===== src/rtl/cpu_ctrl_pkg.sv =====
// ---------------------------------------------------------------------------
// cpu_ctrl_pkg
// Shared constants for the 16-bit processor's multi-cycle control unit:
//   - opcode encodings (OP_RTYPE .. OP_JMP)
//   - R-type function codes (FN_ADD .. FN_AND)
//   - ALU operation codes driven on ALUop
//   - FSM state encoding (FETCH, DECODE, EXEC, MEM, WB, BRANCH, JUMP, TRAP)
//   - instruction class produced by ctrl_decode
// ---------------------------------------------------------------------------
package cpu_ctrl_pkg;

  // Opcodes; 0111-1111 are undefined
  localparam logic [3:0] OP_RTYPE = 4'b0000;
  localparam logic [3:0] OP_LW    = 4'b0001;
  localparam logic [3:0] OP_SW    = 4'b0010;
  localparam logic [3:0] OP_ADDI  = 4'b0011;
  localparam logic [3:0] OP_BEQ   = 4'b0100;
  localparam logic [3:0] OP_BNE   = 4'b0101;
  localparam logic [3:0] OP_JMP   = 4'b0110;

  // R-type function codes; 0100-1111 are undefined
  localparam logic [3:0] FN_ADD = 4'b0000;
  localparam logic [3:0] FN_SUB = 4'b0001;
  localparam logic [3:0] FN_SLL = 4'b0010;
  localparam logic [3:0] FN_AND = 4'b0011;

  // ALU operations used directly by the FSM (R-type passes funct through)
  localparam logic [3:0] ALU_ADD = 4'b0000;
  localparam logic [3:0] ALU_SUB = 4'b0001;

  // FSM state encoding, kept as plain constants for legacy tools
  localparam logic [2:0] FETCH  = 3'd0;
  localparam logic [2:0] DECODE = 3'd1;
  localparam logic [2:0] EXEC   = 3'd2;
  localparam logic [2:0] MEM    = 3'd3;
  localparam logic [2:0] WB     = 3'd4;
  localparam logic [2:0] BRANCH = 3'd5;
  localparam logic [2:0] JUMP   = 3'd6;
  localparam logic [2:0] TRAP   = 3'd7;

  typedef enum logic [2:0] {
    CLS_RTYPE  = 3'd0,
    CLS_LW     = 3'd1,
    CLS_SW     = 3'd2,
    CLS_ADDI   = 3'd3,
    CLS_BRANCH = 3'd4,
    CLS_JUMP   = 3'd5,
    CLS_NONE   = 3'd6
  } instr_class_t;

  function automatic logic funct_is_legal(input logic [3:0] funct);
    logic ok;
    case (funct)
      FN_ADD, FN_SUB, FN_SLL, FN_AND: ok = 1'b1;
      default:                        ok = 1'b0;
    endcase
    return ok;
  endfunction

endpackage


===== src/rtl/ctrl_decode.sv =====
// ---------------------------------------------------------------------------
// ctrl_decode
// Combinational classifier for a latched opcode/function pair.
// Ports:
//   opcode         in   OPC_W    latched opcode
//   function_code  in   FUNCT_W  latched R-type function field
//   instr_class    out  class    instruction class (CLS_NONE when undefined)
//   legal          out  1        1 when the encoding is defined
// ---------------------------------------------------------------------------
module ctrl_decode
  import cpu_ctrl_pkg::*;
#(
  parameter int OPC_W   = 4,
  parameter int FUNCT_W = 4
) (
  input  logic [OPC_W-1:0]   opcode,
  input  logic [FUNCT_W-1:0] function_code,
  output instr_class_t       instr_class,
  output logic               legal
);

  always_comb begin
    instr_class = CLS_NONE;
    legal       = 1'b0;
    case (opcode)
      OP_RTYPE: begin
        // An R-type with an unknown funct is as undefined as a bad opcode
        if (funct_is_legal(function_code)) begin
          instr_class = CLS_RTYPE;
          legal       = 1'b1;
        end
      end
      OP_LW: begin
        instr_class = CLS_LW;
        legal       = 1'b1;
      end
      OP_SW: begin
        instr_class = CLS_SW;
        legal       = 1'b1;
      end
      OP_ADDI: begin
        instr_class = CLS_ADDI;
        legal       = 1'b1;
      end
      OP_BEQ, OP_BNE: begin
        instr_class = CLS_BRANCH;
        legal       = 1'b1;
      end
      OP_JMP: begin
        instr_class = CLS_JUMP;
        legal       = 1'b1;
      end
      default: begin
        instr_class = CLS_NONE;
        legal       = 1'b0;
      end
    endcase
  end

endmodule


===== src/rtl/multicycle_control_unit.sv =====
// ---------------------------------------------------------------------------
// multicycle_control_unit
// FSM that sequences FETCH/DECODE/EXEC/MEM/WB (plus BRANCH, JUMP and TRAP)
// for the 16-bit processor and drives the per-state datapath enables.
//
// Configuration macro: ILLEGAL_TRAP_EN
//   defined   - undefined encodings park the FSM in TRAP with illegal=1
//               until rst_n is asserted.
//   undefined - undefined encodings retire as a NOP from DECODE and
//               illegal is constant 0.
//
// Ports:
//   clk, rst_n       clock, asynchronous active-low reset
//   instr_valid      fetch data valid (consumed in FETCH)
//   opcode           opcode, latched on FETCH accept
//   function_code    R-type funct, latched with opcode
//   mem_ready        data memory done (consumed in MEM)
//   pc_write         PC update strobe (FETCH accept, JUMP)
//   ir_write         instruction register load (FETCH accept)
//   RegDst           1 = rd destination, 0 = rt
//   RegWrite         register-file write enable (WB)
//   Branch           branch compare cycle
//   Jump             jump PC select
//   ALUop            ALU operation
//   MemRead          data-memory read request (lw in MEM)
//   MemWrite         data-memory write request (sw in MEM)
//   RegWriteSource   1 = memory data, 0 = ALU result
//   ALUSource        1 = immediate, 0 = register
//   busy             high except while idling in FETCH
//   instr_done       1-cycle pulse in the last state of an instruction
//   illegal          undefined encoding trapped
// ---------------------------------------------------------------------------
module multicycle_control_unit
  import cpu_ctrl_pkg::*;
#(
  parameter int OPC_W   = 4,
  parameter int FUNCT_W = 4,
  parameter int ALUOP_W = 4
) (
  input  logic               clk,
  input  logic               rst_n,
  input  logic               instr_valid,
  input  logic [OPC_W-1:0]   opcode,
  input  logic [FUNCT_W-1:0] function_code,
  input  logic               mem_ready,
  output logic               pc_write,
  output logic               ir_write,
  output logic               RegDst,
  output logic               RegWrite,
  output logic               Branch,
  output logic               Jump,
  output logic [ALUOP_W-1:0] ALUop,
  output logic               MemRead,
  output logic               MemWrite,
  output logic               RegWriteSource,
  output logic               ALUSource,
  output logic               busy,
  output logic               instr_done,
  output logic               illegal
);

  logic [2:0]         state;
  logic [2:0]         state_next;
  logic [OPC_W-1:0]   opcode_q;
  logic [FUNCT_W-1:0] funct_q;
  instr_class_t       instr_class;
  logic               legal;

  ctrl_decode #(
    .OPC_W   (OPC_W),
    .FUNCT_W (FUNCT_W)
  ) u_decode (
    .opcode        (opcode_q),
    .function_code (funct_q),
    .instr_class   (instr_class),
    .legal         (legal)
  );

  always_ff @(posedge clk or negedge rst_n) begin
    if (!rst_n) begin
      state    <= FETCH;
      opcode_q <= '0;
      funct_q  <= '0;
    end else begin
      state <= state_next;
      if (state == FETCH && instr_valid) begin
        opcode_q <= opcode;
        funct_q  <= function_code;
      end
    end
  end

  always_comb begin
    state_next = state;
    case (state)
      FETCH: begin
        if (instr_valid) state_next = DECODE;
      end
      DECODE: begin
        if (!legal) begin
`ifdef ILLEGAL_TRAP_EN
          state_next = TRAP;
`else
          state_next = FETCH;
`endif
        end else begin
          case (instr_class)
            CLS_BRANCH: state_next = BRANCH;
            CLS_JUMP:   state_next = JUMP;
            default:    state_next = EXEC;
          endcase
        end
      end
      EXEC: begin
        if (instr_class == CLS_LW || instr_class == CLS_SW) state_next = MEM;
        else                                                state_next = WB;
      end
      MEM: begin
        if (mem_ready) begin
          if (instr_class == CLS_LW) state_next = WB;
          else                       state_next = FETCH;
        end
      end
      WB, BRANCH, JUMP: state_next = FETCH;
      TRAP: begin
`ifdef ILLEGAL_TRAP_EN
        state_next = TRAP;
`else
        state_next = FETCH;
`endif
      end
      default: state_next = FETCH;
    endcase
  end

  // FETCH strobes depend on instr_valid directly, so they are gated with
  // rst_n to keep every output low while reset is held.
  always_comb begin
    pc_write       = 1'b0;
    ir_write       = 1'b0;
    RegDst         = 1'b0;
    RegWrite       = 1'b0;
    Branch         = 1'b0;
    Jump           = 1'b0;
    ALUop          = '0;
    MemRead        = 1'b0;
    MemWrite       = 1'b0;
    RegWriteSource = 1'b0;
    ALUSource      = 1'b0;
    busy           = 1'b0;
    instr_done     = 1'b0;
    illegal        = 1'b0;
    case (state)
      FETCH: begin
        if (instr_valid && rst_n) begin
          ir_write = 1'b1;
          pc_write = 1'b1;
          busy     = 1'b1;
        end
      end
      DECODE: begin
        busy = 1'b1;
`ifndef ILLEGAL_TRAP_EN
        if (!legal) instr_done = 1'b1;
`endif
      end
      EXEC: begin
        busy = 1'b1;
        if (instr_class == CLS_RTYPE) begin
          ALUop = ALUOP_W'(funct_q);
        end else begin
          ALUop     = ALUOP_W'(ALU_ADD);
          ALUSource = 1'b1;
        end
      end
      MEM: begin
        // sw retires in the cycle memory reports done
        busy = 1'b1;
        if (instr_class == CLS_LW) begin
          MemRead = 1'b1;
        end else begin
          MemWrite   = 1'b1;
          instr_done = mem_ready;
        end
      end
      WB: begin
        busy           = 1'b1;
        RegWrite       = 1'b1;
        instr_done     = 1'b1;
        RegDst         = (instr_class == CLS_RTYPE);
        RegWriteSource = (instr_class == CLS_LW);
      end
      BRANCH: begin
        busy       = 1'b1;
        ALUop      = ALUOP_W'(ALU_SUB);
        Branch     = 1'b1;
        instr_done = 1'b1;
      end
      JUMP: begin
        busy       = 1'b1;
        Jump       = 1'b1;
        pc_write   = 1'b1;
        instr_done = 1'b1;
      end
      TRAP: begin
`ifdef ILLEGAL_TRAP_EN
        busy    = 1'b1;
        illegal = 1'b1;
`endif
      end
      default: begin
        busy = 1'b0;
      end
    endcase
  end

endmodule


===== config.mk =====
export PLATFORM = sky130hd
export DESIGN_NAME = multicycle_control_unit
export DESIGN_NICKNAME = d
export VERILOG_FILES = /design/src/rtl/cpu_ctrl_pkg.sv /design/src/rtl/ctrl_decode.sv /design/src/rtl/multicycle_control_unit.sv
export SDC_FILE = /design/constraint.sdc
export NUM_CORES = 1
export LEC_CHECK = 0
export BUFFER_PORTS_ARGS = -buffer_cell sky130_fd_sc_hd__buf_4
export CORE_UTILIZATION = 48
export DETAILED_ROUTE_END_ITERATION = 8
export PLACE_DENSITY = 0.78
export SETUP_SLACK_MARGIN = 0.2
export SYNTH_ARGS = -nofsm -noshare
export SYNTH_HDL_FRONTEND = slang
export SYNTH_SLANG_ARGS = --single-unit

===== constraint.sdc =====
create_clock -name clk -period 2 [get_ports clk]
set_input_delay 0.4 -clock clk [delete_from_list [all_inputs] [get_ports clk]]
set_output_delay 0.4 -clock clk [all_outputs]
set_load 0.01 [all_outputs]

==> key figures <==
Status
  • Outcome: finished, violations left
  • Failing checks: negative setup slack

Die
  • Initial Util: 52.3%
  • Full die area: 1850 um2
  • Die width: 43.0 um
  • I/O Pins: 29
  • Core area: 1540 um2
  • # rows: 14
  • Die Y: 43.0 um

Synthesis
  • Ys flop type: dfrtp_1
  • Post-synth cell types: 39
  • Ys async rst share: 100%
  • Synth Instances: 84
  • Ys Warns: 0
  • Post-Synth XOR/XNOR Area: 1.09%
  • Synth Area in Simple Gates: 24.4%
  • Number of synthesized flops with an enable pin: 0
  • Mapped Area: 806 um2
  • Mux cell area share after synthesis: 9.78%
  • Synth top area share: 34.2%
  • Syn_area_per_cell: 9.59 um2
  • Synth area leader: dfrtp_1
  • Synth area leaders: dfrtp_1 34%, mux2_2 9.8%, buf_6 5.6%
  • Synth Area in Compound Gates: 17.2%
  • Synth Area in Adders: 0%
  • Register area share after synthesis: 34.2%
  • Synthesized flop and latch total: 11
  • Largest family of logic cells by synthesized area: simple AND/OR/NAND/NOR gates

Place
  • DP HPWL: 1380 um
  • GPL Wtd Cong: 0.874
  • Inst Count DP: 121
  • DP Worst Slack: 175 ps
  • # port buffers: 25
  • Cell Area, Placed: 970 um2

Global routing
  • Vias in the first global route: 826
  • GR Overflow Total: 0
  • Largest net degree at the start of global routing: 13
  • Initial antenna violation count: 0
  • First-pass GRT wire length: 3680 um
  • GR Util All Layers: 26.6%

CTS
  • H-tree levels: 1
  • Clock Sink Count: 11
  • Maximum clock path buffer count: 2
  • TritonCTS Buffers: 3
  • Root buffer cell: clkbuf_4
  • Worst skew pair latency: 280 ps
  • CTS tree: built
  • Clk slew on worst S/H paths: 90 ps

Final layout
  • Ant. Diodes: 0
  • Non-filler cells, final: 139
  • Layout Nets: 136
  • Commonest non-fill, non-tap cell in the layout: buf_4
  • Fillers: 94
  • Area Growth Syn to Fin: 55.4%
  • Most frequent cells in the layout: 35 x buf_4, 8 x buf_6, 7 x mux2_2
  • Share of layout cells above drive strength 1: 67.5%
  • Post-route cell area: 1250 um2

Power and ir drop
  • Sequential Power Share: 25.2%
  • Clk network pwr share: 8.6%
  • Leak pwr: 0.000555 uW
  • Total power draw: 1930 uW
  • Pwr dens: 1540 nW/um2
  • Gate power share: 66.3%
  • Psw: 821 uW
  • P_int: 1110 uW
  • Max IR drop VDD: 847 uV
  • Sw frac: 42.4%

Critical path
  • R2r worst-path depth: 5
  • Crit path capture type: output pin
  • Critical path class: flop to output pin
  • R2R Setup Slk: 410 ps
  • Crit Reg-Reg Endpoint: state[0]
  • CP Launch Point: opcode_q[3]
  • Startpoint Class: flop
  • CP max FO: 4
  • Crit path DAT: 1650 ps
  • Worst Path Required: 1600 ps
  • Critical R2R Launch: state[0]

Routing
  • Via density: 5.86
  • WL final: 2380 um
  • DRT Pass-1 Iters: 4
  • Initial DRC Count: 32
  • DRC: 0
  • Vias post-DR: 815
  • WL/cell: 17.1 um
  • Post-route ant nets: 0

Timing
  • Worst Skew: 11.9 ps
  • Max Transition Viols Final: 0
  • Max-slew headroom: 64.3%
  • RSZ-0062 raised after global routing: yes
  • Least-Margin Pin Slew: 534 ps
  • Final period util: 103%
  • Final Critical Period: 2050 ps
  • Max Clk Rate: 487 MHz
  • Final worst setup slack: -53.8 ps
  • Final setup TNS: -74.8 ps
  • Final Hold Vio Count: 0
  • Setup violations, final: 2

Hold path
  • Hold path depth: 2
  • Hold Path Sink: funct_q[1]
  • Worst Hold Launch: function_code[1]
  • Hold WC Path Type: input port to flop

Job
  • Max Cap Viol: 0
critical path: stages, from the launching register on:
cell and delay [ps]:
dfrtp_1 410, or4b_4 590, a31oi_4 190, a211oi_2 50
buf_4 150
cell type report:
| class | count | area (um2) | area share, % |
|---|---|---|---|
| clock buffer | 4 | 26.3 | 2.10 |
| inverter | 4 | 17.5 | 1.40 |
| multi-input combinational | 60 | 543 | 43.4 |
| sequential | 11 | 283 | 22.6 |
| tap | 16 | 20.0 | 1.60 |
| timing repair buffer | 44 | 363 | 29.0 |
how the worst max path moves through the flow:
stage	cells past startpoint	end	slack, ps
floorplan	3	instr_done	250
global placement	4	instr_done	210
detailed placement	4	instr_done	180
CTS	4	instr_done	-30
global route	5	instr_done	-80
finish	4	instr_done	-50
what timing repair did:
action | in CTS | in global routing
hold buffers | 1 | 0
buffers inserted | 8 | 5
resized for setup | 26 | 14
endpoints found under the setup margin | 13 | 13
pin swaps | 7 | 2
endpoints found under the hold margin | 11 | 0
cell families (layout without fill, tap and decap cells):
family / after synthesis / count (layout)
compound gates: 18 / 18
other cells: 1 / 3
xor+xnor: 1 / 1
mux: 7 / 7
simple gates: 31 / 31
flops: 11 / 11
buf+inv: 15 / 52
state kept, by name, summed over array words and instances, names as in the netlist:
name,flops
state,3
funct_q,4
opcode_q,4
power groups by stage:
stage                     combinational [uW]  sequential, uW  clock (uW)
after floorplan                          712             385           0
after global placement                   776             488           0
after detailed placement                 795             500           0
after CTS                               1060             470         164
after global routing                    1360             501         172
final                                   1280             487         166
layer usage:
layer	share of wire [%]	global-route usage [%]	vias to the layer above
met5	0	0	-
met1	36	28.4	377
met4	3.8	12.7	0
met2	53	48.5	46
li1	-	-	380
met3	6.7	5.96	12
synth_stat cells (2+ instances only):
cell type and instances:
buf_6 4, or2_2 2, or3_1 3, mux2_2 7
o21ai_0 2, buf_4 4, nor3_1 2, a211oi_1 2
buf_2 2, and3_1 3, nand3_1 2, nand2_1 3
inv_1 4, dfrtp_1 11, a31oi_1 3, nor2_1 7
through the flow:
stage,utilization [%],hold WS [ps]
floorplan,-,104
global placement,62.9,247
detailed placement,62.9,250
CTS,73.6,348
global route,81.3,350
finish,81.3,343
Note: power is estimated with default switching activity, not from simulation.
